`src/rtl/tc_spi_responder_if.sv`:
```
// SPI pin bundle between a mode-1 SPI master and the thermocouple/RTD ADC
// responder. The master drives chip select, clock and MOSI; the responder
// drives MISO.
interface tc_spi_responder_if;
  logic spi_csn;
  logic spi_sclk;
  logic spi_mosi;
  logic spi_miso;

  modport master (
    output spi_csn,
    output spi_sclk,
    output spi_mosi,
    input  spi_miso
  );

  modport slave (
    input  spi_csn,
    input  spi_sclk,
    input  spi_mosi,
    output spi_miso
  );
endinterface : tc_spi_responder_if

```
`src/rtl/tc_spi_responder.sv`:
```
// SPI mode-1 responder emulating the thermocouple/RTD ADC. The pins are
// oversampled in the clk domain. The responder returns the word last loaded
// through tx_load, and it hands each complete received word to the fabric on
// rx_data/rx_valid. A frame with the wrong bit count raises frame_err.
module tc_spi_responder #(
  parameter int   DATA_WIDTH = 16,
  parameter logic IDLE_MISO  = 1'b1
) (
  input  logic                  clk,
  input  logic                  rst_n,
  tc_spi_responder_if.slave     spi,
  input  logic [DATA_WIDTH-1:0] tx_data,
  input  logic                  tx_load,
  output logic [DATA_WIDTH-1:0] rx_data,
  output logic                  rx_valid,
  output logic                  frame_err,
  output logic                  busy
);

  localparam int             CW   = $clog2(DATA_WIDTH + 2);
  localparam logic [CW-1:0]  FULL = CW'(DATA_WIDTH);
  localparam logic [CW-1:0]  OVER = CW'(DATA_WIDTH + 1);

  typedef enum logic [1:0] {
    ST_IDLE,
    ST_SHIFT,
    ST_OVERRUN
  } state_t;

  // Pin synchronizers; stage 3 on csn/sclk exists only for edge detection
  logic       r_csn_s1, r_csn_s2, r_csn_s3;
  logic       r_sclk_s1, r_sclk_s2, r_sclk_s3;
  logic       r_mosi_s1, r_mosi_s2;
  // Warm-up: r_csn_s2 reflects a real pin sample only after two edges
  logic [1:0] r_warm;
  // Set once CSN has been seen high after reset, so a frame already running
  // on the pins at reset release is ignored
  logic       r_armed;

  state_t                r_state, w_state_nxt;
  logic [CW-1:0]         r_cnt, w_cnt_nxt;
  logic [DATA_WIDTH-1:0] r_tx_shift, w_tx_shift_nxt;
  logic [DATA_WIDTH-1:0] r_rx_shift, w_rx_shift_nxt;
  logic [DATA_WIDTH-1:0] r_rx_data, w_rx_data_nxt;
  logic [DATA_WIDTH-1:0] r_hold;
  logic                  r_miso, w_miso_nxt;
  logic                  r_rx_valid, w_rx_valid_nxt;
  logic                  r_frame_err, w_frame_err_nxt;
  logic                  r_first_seen, w_first_seen_nxt;

  logic          w_csn_fall, w_csn_rise, w_sclk_rise, w_sclk_fall;
  logic [CW-1:0] w_cnt_inc;

  // Synchronize asynchronous SPI pins into the clk domain
  always_ff @(posedge clk or negedge rst_n) begin
    if (!rst_n) begin
      r_csn_s1  <= 1'b1;
      r_csn_s2  <= 1'b1;
      r_csn_s3  <= 1'b1;
      r_sclk_s1 <= 1'b0;
      r_sclk_s2 <= 1'b0;
      r_sclk_s3 <= 1'b0;
      r_mosi_s1 <= 1'b0;
      r_mosi_s2 <= 1'b0;
      r_warm    <= 2'b00;
      r_armed   <= 1'b0;
    end else begin
      // NOTE: non-blocking assignments let every stage read the previous
      // value of its neighbour, which is what makes this a shift chain.
      r_csn_s1  <= spi.spi_csn;
      r_csn_s2  <= r_csn_s1;
      r_csn_s3  <= r_csn_s2;
      r_sclk_s1 <= spi.spi_sclk;
      r_sclk_s2 <= r_sclk_s1;
      r_sclk_s3 <= r_sclk_s2;
      r_mosi_s1 <= spi.spi_mosi;
      r_mosi_s2 <= r_mosi_s1;
      r_warm    <= {r_warm[0], 1'b1};
      if (r_warm[1] && r_csn_s2) r_armed <= 1'b1;
    end
  end

  assign w_csn_fall  = r_armed & r_csn_s3 & ~r_csn_s2;
  assign w_csn_rise  = ~r_csn_s3 & r_csn_s2;
  assign w_sclk_rise = ~r_sclk_s3 & r_sclk_s2;
  assign w_sclk_fall = r_sclk_s3 & ~r_sclk_s2;
  assign w_cnt_inc   = r_cnt + CW'(1);

  // Holding register; sampled only at frame start, so loads never disturb a frame
  always_ff @(posedge clk or negedge rst_n) begin
    if (!rst_n)       r_hold <= '0;
    else if (tx_load) r_hold <= tx_data;
  end

  // Frame FSM state and datapath registers
  always_ff @(posedge clk or negedge rst_n) begin
    if (!rst_n) begin
      r_state      <= ST_IDLE;
      r_cnt        <= '0;
      r_tx_shift   <= '0;
      r_rx_shift   <= '0;
      r_rx_data    <= '0;
      r_miso       <= IDLE_MISO;
      r_rx_valid   <= 1'b0;
      r_frame_err  <= 1'b0;
      r_first_seen <= 1'b0;
    end else begin
      r_state      <= w_state_nxt;
      r_cnt        <= w_cnt_nxt;
      r_tx_shift   <= w_tx_shift_nxt;
      r_rx_shift   <= w_rx_shift_nxt;
      r_rx_data    <= w_rx_data_nxt;
      r_miso       <= w_miso_nxt;
      r_rx_valid   <= w_rx_valid_nxt;
      r_frame_err  <= w_frame_err_nxt;
      r_first_seen <= w_first_seen_nxt;
    end
  end

  // Next-state and next-output logic; CSN rise beats any SCLK edge in the same cycle
  always_comb begin
    // NOTE: every output gets a default first so no path can infer a latch.
    w_state_nxt      = r_state;
    w_cnt_nxt        = r_cnt;
    w_tx_shift_nxt   = r_tx_shift;
    w_rx_shift_nxt   = r_rx_shift;
    w_rx_data_nxt    = r_rx_data;
    w_miso_nxt       = r_miso;
    w_rx_valid_nxt   = 1'b0;
    w_frame_err_nxt  = 1'b0;
    w_first_seen_nxt = r_first_seen;

    if ((r_state != ST_IDLE) && w_csn_rise) begin
      w_state_nxt = ST_IDLE;
      w_cnt_nxt   = '0;
      w_miso_nxt  = IDLE_MISO;
      if (r_cnt == FULL) begin
        w_rx_data_nxt  = r_rx_shift;
        w_rx_valid_nxt = 1'b1;
      end else begin
        w_frame_err_nxt = 1'b1;
      end
    end else begin
      unique case (r_state)
        ST_IDLE: begin
          w_miso_nxt       = IDLE_MISO;
          w_cnt_nxt        = '0;
          w_first_seen_nxt = 1'b0;
          if (w_csn_fall) begin
            w_tx_shift_nxt = r_hold;
            w_miso_nxt     = r_hold[DATA_WIDTH-1];
            w_state_nxt    = ST_SHIFT;
          end
        end
        ST_SHIFT: begin
          if (w_sclk_rise) begin
            // The first rising edge keeps the MSB already on the pin
            if (r_first_seen) begin
              w_tx_shift_nxt = {r_tx_shift[DATA_WIDTH-2:0], r_tx_shift[DATA_WIDTH-1]};
              w_miso_nxt     = r_tx_shift[DATA_WIDTH-2];
            end else begin
              w_first_seen_nxt = 1'b1;
            end
          end else if (w_sclk_fall) begin
            w_rx_shift_nxt = {r_rx_shift[DATA_WIDTH-2:0], r_mosi_s2};
            w_cnt_nxt      = w_cnt_inc;
            if (w_cnt_inc == FULL) begin
              w_state_nxt = ST_OVERRUN;
              w_miso_nxt  = 1'b0;
            end
          end
        end
        ST_OVERRUN: begin
          w_miso_nxt = 1'b0;
          if (w_sclk_fall && (r_cnt == FULL)) w_cnt_nxt = OVER;
        end
        default: w_state_nxt = ST_IDLE;
      endcase
    end
  end

  assign spi.spi_miso = r_miso;
  assign rx_data      = r_rx_data;
  assign rx_valid     = r_rx_valid;
  assign frame_err    = r_frame_err;
  assign busy         = (r_state != ST_IDLE);

endmodule : tc_spi_responder

```
`src/flat_wrapper.sv`:
```
// flat-port wrapper written by rule: the top's interface ports become plain ports
module tc_spi_responder_flat 
#(
  parameter int   DATA_WIDTH = 16,
  parameter logic IDLE_MISO  = 1'b1
)
  (clk, rst_n, tx_data, tx_load, rx_data, rx_valid, frame_err, busy, spi_spi_csn, spi_spi_sclk, spi_spi_mosi, spi_spi_miso);
  tc_spi_responder_if spi_i ();
  input  logic clk;
  input  logic rst_n;
  input  logic [DATA_WIDTH-1:0] tx_data;
  input  logic tx_load;
  output logic [DATA_WIDTH-1:0] rx_data;
  output logic rx_valid;
  output logic frame_err;
  output logic busy;
  input wire logic [$bits(spi_i.spi_csn)-1:0] spi_spi_csn;
  input wire logic [$bits(spi_i.spi_sclk)-1:0] spi_spi_sclk;
  input wire logic [$bits(spi_i.spi_mosi)-1:0] spi_spi_mosi;
  output wire logic [$bits(spi_i.spi_miso)-1:0] spi_spi_miso;
  assign spi_i.spi_csn = spi_spi_csn;
  assign spi_i.spi_sclk = spi_spi_sclk;
  assign spi_i.spi_mosi = spi_spi_mosi;
  assign spi_spi_miso = spi_i.spi_miso;
  tc_spi_responder #(.DATA_WIDTH(DATA_WIDTH), .IDLE_MISO(IDLE_MISO)) u_core (.clk(clk), .rst_n(rst_n), .spi(spi_i), .tx_data(tx_data), .tx_load(tx_load), .rx_data(rx_data), .rx_valid(rx_valid), .frame_err(frame_err), .busy(busy));
endmodule
```
`config.mk`:
```
export PLATFORM = sky130hd
export DESIGN_NAME = tc_spi_responder_flat
export DESIGN_NICKNAME = d
export VERILOG_FILES = /design/src/rtl/tc_spi_responder_if.sv /design/src/rtl/tc_spi_responder.sv /design/src/flat_wrapper.sv
export SDC_FILE = /design/constraint.sdc
export NUM_CORES = 1
export LEC_CHECK = 0
export CAP_MARGIN = 15
export CORE_MARGIN = 1
export CORE_UTILIZATION = 40
export DETAILED_ROUTE_END_ITERATION = 10
export GPL_TIMING_DRIVEN = 0
export MAX_ROUTING_LAYER = met4
export PLACE_DENSITY = 0.56
export SLEW_MARGIN = 20
export SYNTH_ARGS = -nofsm -noshare
export SYNTH_HDL_FRONTEND = slang
export SYNTH_SLANG_ARGS = --single-unit
```
`constraint.sdc`:
```
create_clock -name clk -period 2.2 [get_ports clk]
set_input_delay 0.44 -clock clk [delete_from_list [all_inputs] [get_ports clk]]
set_output_delay 0.44 -clock clk [all_outputs]
set_load 0.1 [all_outputs]
```
==> results of run 1 <==
==> placed cells by master, fill, tap and decap left out, drive strengths merged, types with 8 or more instances in the layout <==
cell type	synthesis	routed
mux2	80	80
clkbuf	2	13
clkdlybuf4s50	0	19
inv	12	14
a21oi	8	8
ha	8	8
dlygate4sd2	0	18
dfrtp	82	82
buf	9	12
==> timing repair <==
item | 4_1_cts | 5_1_grt
hold endpoints to repair | 0 | 0
setup endpoints to repair | 20 | 12
resized for setup | 23 | 4
setup buffers | 0 | 0
==> cells by family (layout without fill, tap and decap cells) <==
kind of cell             after synthesis  in the layout  share of synthesized area
buffers and inverters                 23             80                     0.0337
AND/OR/NAND/NOR                       36             36                     0.0586
flip-flops                            86             86                      0.549
other                                  1              1                   0.000954
adder cells (fa/ha/maj)                8              8                     0.0255
AO/OA/AOI/OAI                         37             37                     0.0735
multiplexers                          80             80                      0.257
XOR/XNOR                               1              1                    0.00223
==> sequential cells by signal, summed over array words and instances (netlist names), 2 cells and up <==
| name | cells |
|---|---|
| u_core.r_tx_shift | 16 |
| u_core.rx_data | 16 |
| u_core.r_warm | 2 |
| u_core.r_cnt | 5 |
| u_core.r_state | 2 |
| u_core.r_hold | 16 |
| u_core.r_rx_shift | 16 |
==> how the worst max path moves through the flow <==
stage	endpoint	cells past startpoint	startpoint
final	u_core.rx_data[14]	6	u_core.r_state[0]
after global routing	u_core.rx_data[0]	6	u_core.r_state[0]
after CTS	busy	4	u_core.r_state[0]
after detailed placement	busy	4	u_core.r_state[0]
after global placement	u_core.rx_valid	1	rst_n
after floorplan	u_core.r_rx_shift[10]	7	u_core.r_state[0]
==> power by group through the flow <==
| stage | registers [uW] | logic, uW | clock network, uW |
|---|---|---|---|
| floorplan | 2120 | 1120 | 0 |
| global placement | 2090 | 1470 | 0 |
| detailed placement | 2100 | 1510 | 0 |
| CTS | 2070 | 1500 | 1160 |
| global route | 2110 | 1620 | 1240 |
| finish | 2070 | 1480 | 1100 |
==> per-layer routing <==
layer / part of all wire / up-vias / global-route usage
li1: - / 1075 / -
met1: 0.50 / 1141 / 0.217
met2: 0.45 / 35 / 0.218
met3: 0.034 / 4 / 0.0442
met4: 0.0093 / 0 / 0.0435
met5: 0 / - / -
==> final cells by class <==
cell class	instances	area, um^2
fill	857	4690
sequential	86	2160
multi-input combinational	163	1640
timing repair buffer	41	385
tap	129	161
clock buffer	10	128
buffer	11	87.6
clock inverter	6	70.1
inverter	12	45.0
==> stage by stage <==
stage                     total power, uW  cell area [um^2]  setup TNS, ns  hold slack (ns)
after floorplan                      3240              3930              0            0.144
after global placement               3560              4490        -205.95            0.331
after detailed placement             3610              4510         -0.246            0.335
after CTS                            4740              4690         -0.103            0.114
after global routing                 4970              4680        -0.0126            0.136
final                                4650              4680              0            0.108
==> key figures, run 1 <==
Placement
  • PortBufs: 40
  • Placed cell count: 442
  • Routability cong.: approximately 0.8
  • Dpl ws: -0.246 ns
  • Detailed placer's ending HPWL: between 4000 and 5000 um

Global route
  • GRT Util Overall: 0.154
  • Largest net degree at the start of global routing: 50
  • Number of global-route vias before repair: between 2000 and 2500
  • First-pass GRT wire length: approximately 12000 um
  • Congestion Overflow GR: 0
  • Initial antenna violation count: 0

Yosys
  • Synth cell count leaders: dfrtp_1 (82), mux2_2 (51), mux2_4 (29)
  • Synth top area share: 0.522
  • Cell taking the most area after synthesis: dfrtp_1
  • Cell Area, Synth: a little under 4000 um^2
  • Mean Syn Cell Area: 14.5 um^2
  • Top cells by area, synth: dfrtp_1 (52%), mux2_2 (15%), mux2_4 (11%)
  • Mapped Cells: around 270
  • #FFs+latches synth: 86
  • Number of enable flip-flop cells after synthesis: 0
  • Sequential area share after synthesis: 0.549
  • Async S/R FF share, synth: 1.00
  • Synthesis Warnings: 0
  • Most frequent cell after synthesis: dfrtp_1
  • Top FF cell, synth: dfrtp_1
  • Synth cell types: 55
  • Net Count, Synth: roughly 300

Power
  • Switch share: 0.322
  • Pleak: between 0.002 and 0.0025 uW
  • Power Dens Cells: 995 nW/um^2
  • Clock power share: 0.237
  • Switch Pwr: roughly 1500 uW
  • Pint: roughly 3200 uW
  • Logic pwr share: 0.319
  • Reg power frac: 0.445
  • Peak VDD IR: about 0.4 mV

Critical path
  • CP top delay family: simple AND/OR/NAND/NOR gates
  • Crit-path slowest cell: nor3b_2
  • Crit path required time: around 2.4 ns
  • Worst path arrival time: about 2.3 ns
  • Cell-by-cell trace of the critical path: inv_1 -> ha_2 -> nor3b_2 -> nand2_4 -> buf_6 -> mux2_4
  • Crit path largest cell delay: around 0.51 ns
  • Crit path buffers/inverters: 2
  • R2r setup slk: ~0.13 ns
  • Crit path launch type: flop
  • Crit path capture type: flop
  • Reg-to-Reg Start: u_core.r_state[0]
  • Worst Path Max Fanout: 10
  • Reg-to-reg endpoint: u_core.rx_data[14]
  • Reg2Reg Depth: 6
  • Critical path type: reg -> reg

Drt
  • Via/cell ratio: around 5
  • WL/cell: between 10 and 15 um
  • Routed WL: ~6800 um
  • Routed Antenna Nets: 0
  • DR vias: approximately 2300
  • DRC: 0
  • 1st-iter DRT viols: 76
  • Pre-antenna DRT Iters: 6

Timing
  • Slew HR: 0.350
  • Final Hold Violating Endpoints: 0
  • Achievable Freq: roughly 480 MHz
  • Final setup violating endpoints: 0
  • Final period utilization: 0.940
  • Worst clock skew: about 0.010 ns
  • Slew @ Worst Pin: roughly 1 ns
  • Max Slew Vio Count: 0
  • Post-route setup slack: about 0.13 ns
  • Min Clock Period, post-route: just over 2 ns

CTS
  • Htree depth: 3
  • CTS tree: yes
  • Worst-path clk slew: about 0.090 ns
  • Clock latency on the worst-skew pair: approximately 0.35 ns
  • CTS sink count: 86
  • Clock Tree Root: clkbuf_8
  • Max Buffers Root-to-Sink: 2
  • TritonCTS Buffers: 9
  • Hold_buf cts: 0

Worst hold path
  • Hold Crit Class: in -> async

Floorplanning
  • Core area: between 9000 and 10000 um^2
  • Die Y: 101 um
  • Initial cell density of the core: 0.419
  • Chip Width: between 100 and 150 um
  • Row Count: 35
  • I/O pins: 42
  • Die Footprint: slightly above 10000 um^2

Cells and area
  • Final core utilization: 0.499
  • Finished Layout Cells: 458
  • Fraction of layout cells with a size suffix above 1: 0.371
  • Layout area overhead: 19.0%
  • Ant diodes: 0
  • Layout net count: roughly 350

Outcome
  • Status: complete, no violations

Flow run
  • Max-cap violation count: 0
Note: power is estimated with default switching activity, not from simulation.
==> run 2, diff against run 1 <==
--- a/config.mk
+++ b/config.mk
@@ -8,8 +8,10 @@
 export CAP_MARGIN = 15
 export CORE_MARGIN = 1
 export CORE_UTILIZATION = 40
+export CTS_CLUSTER_DIAMETER = 100
 export DETAILED_ROUTE_END_ITERATION = 10
 export GPL_TIMING_DRIVEN = 0
+export HOLD_SLACK_MARGIN = 0.05
 export MAX_ROUTING_LAYER = met4
 export PLACE_DENSITY = 0.56
 export SLEW_MARGIN = 20
==> results of run 2 <==
Same layout as run 1: the final DEF is identical, and so are final timing and power.
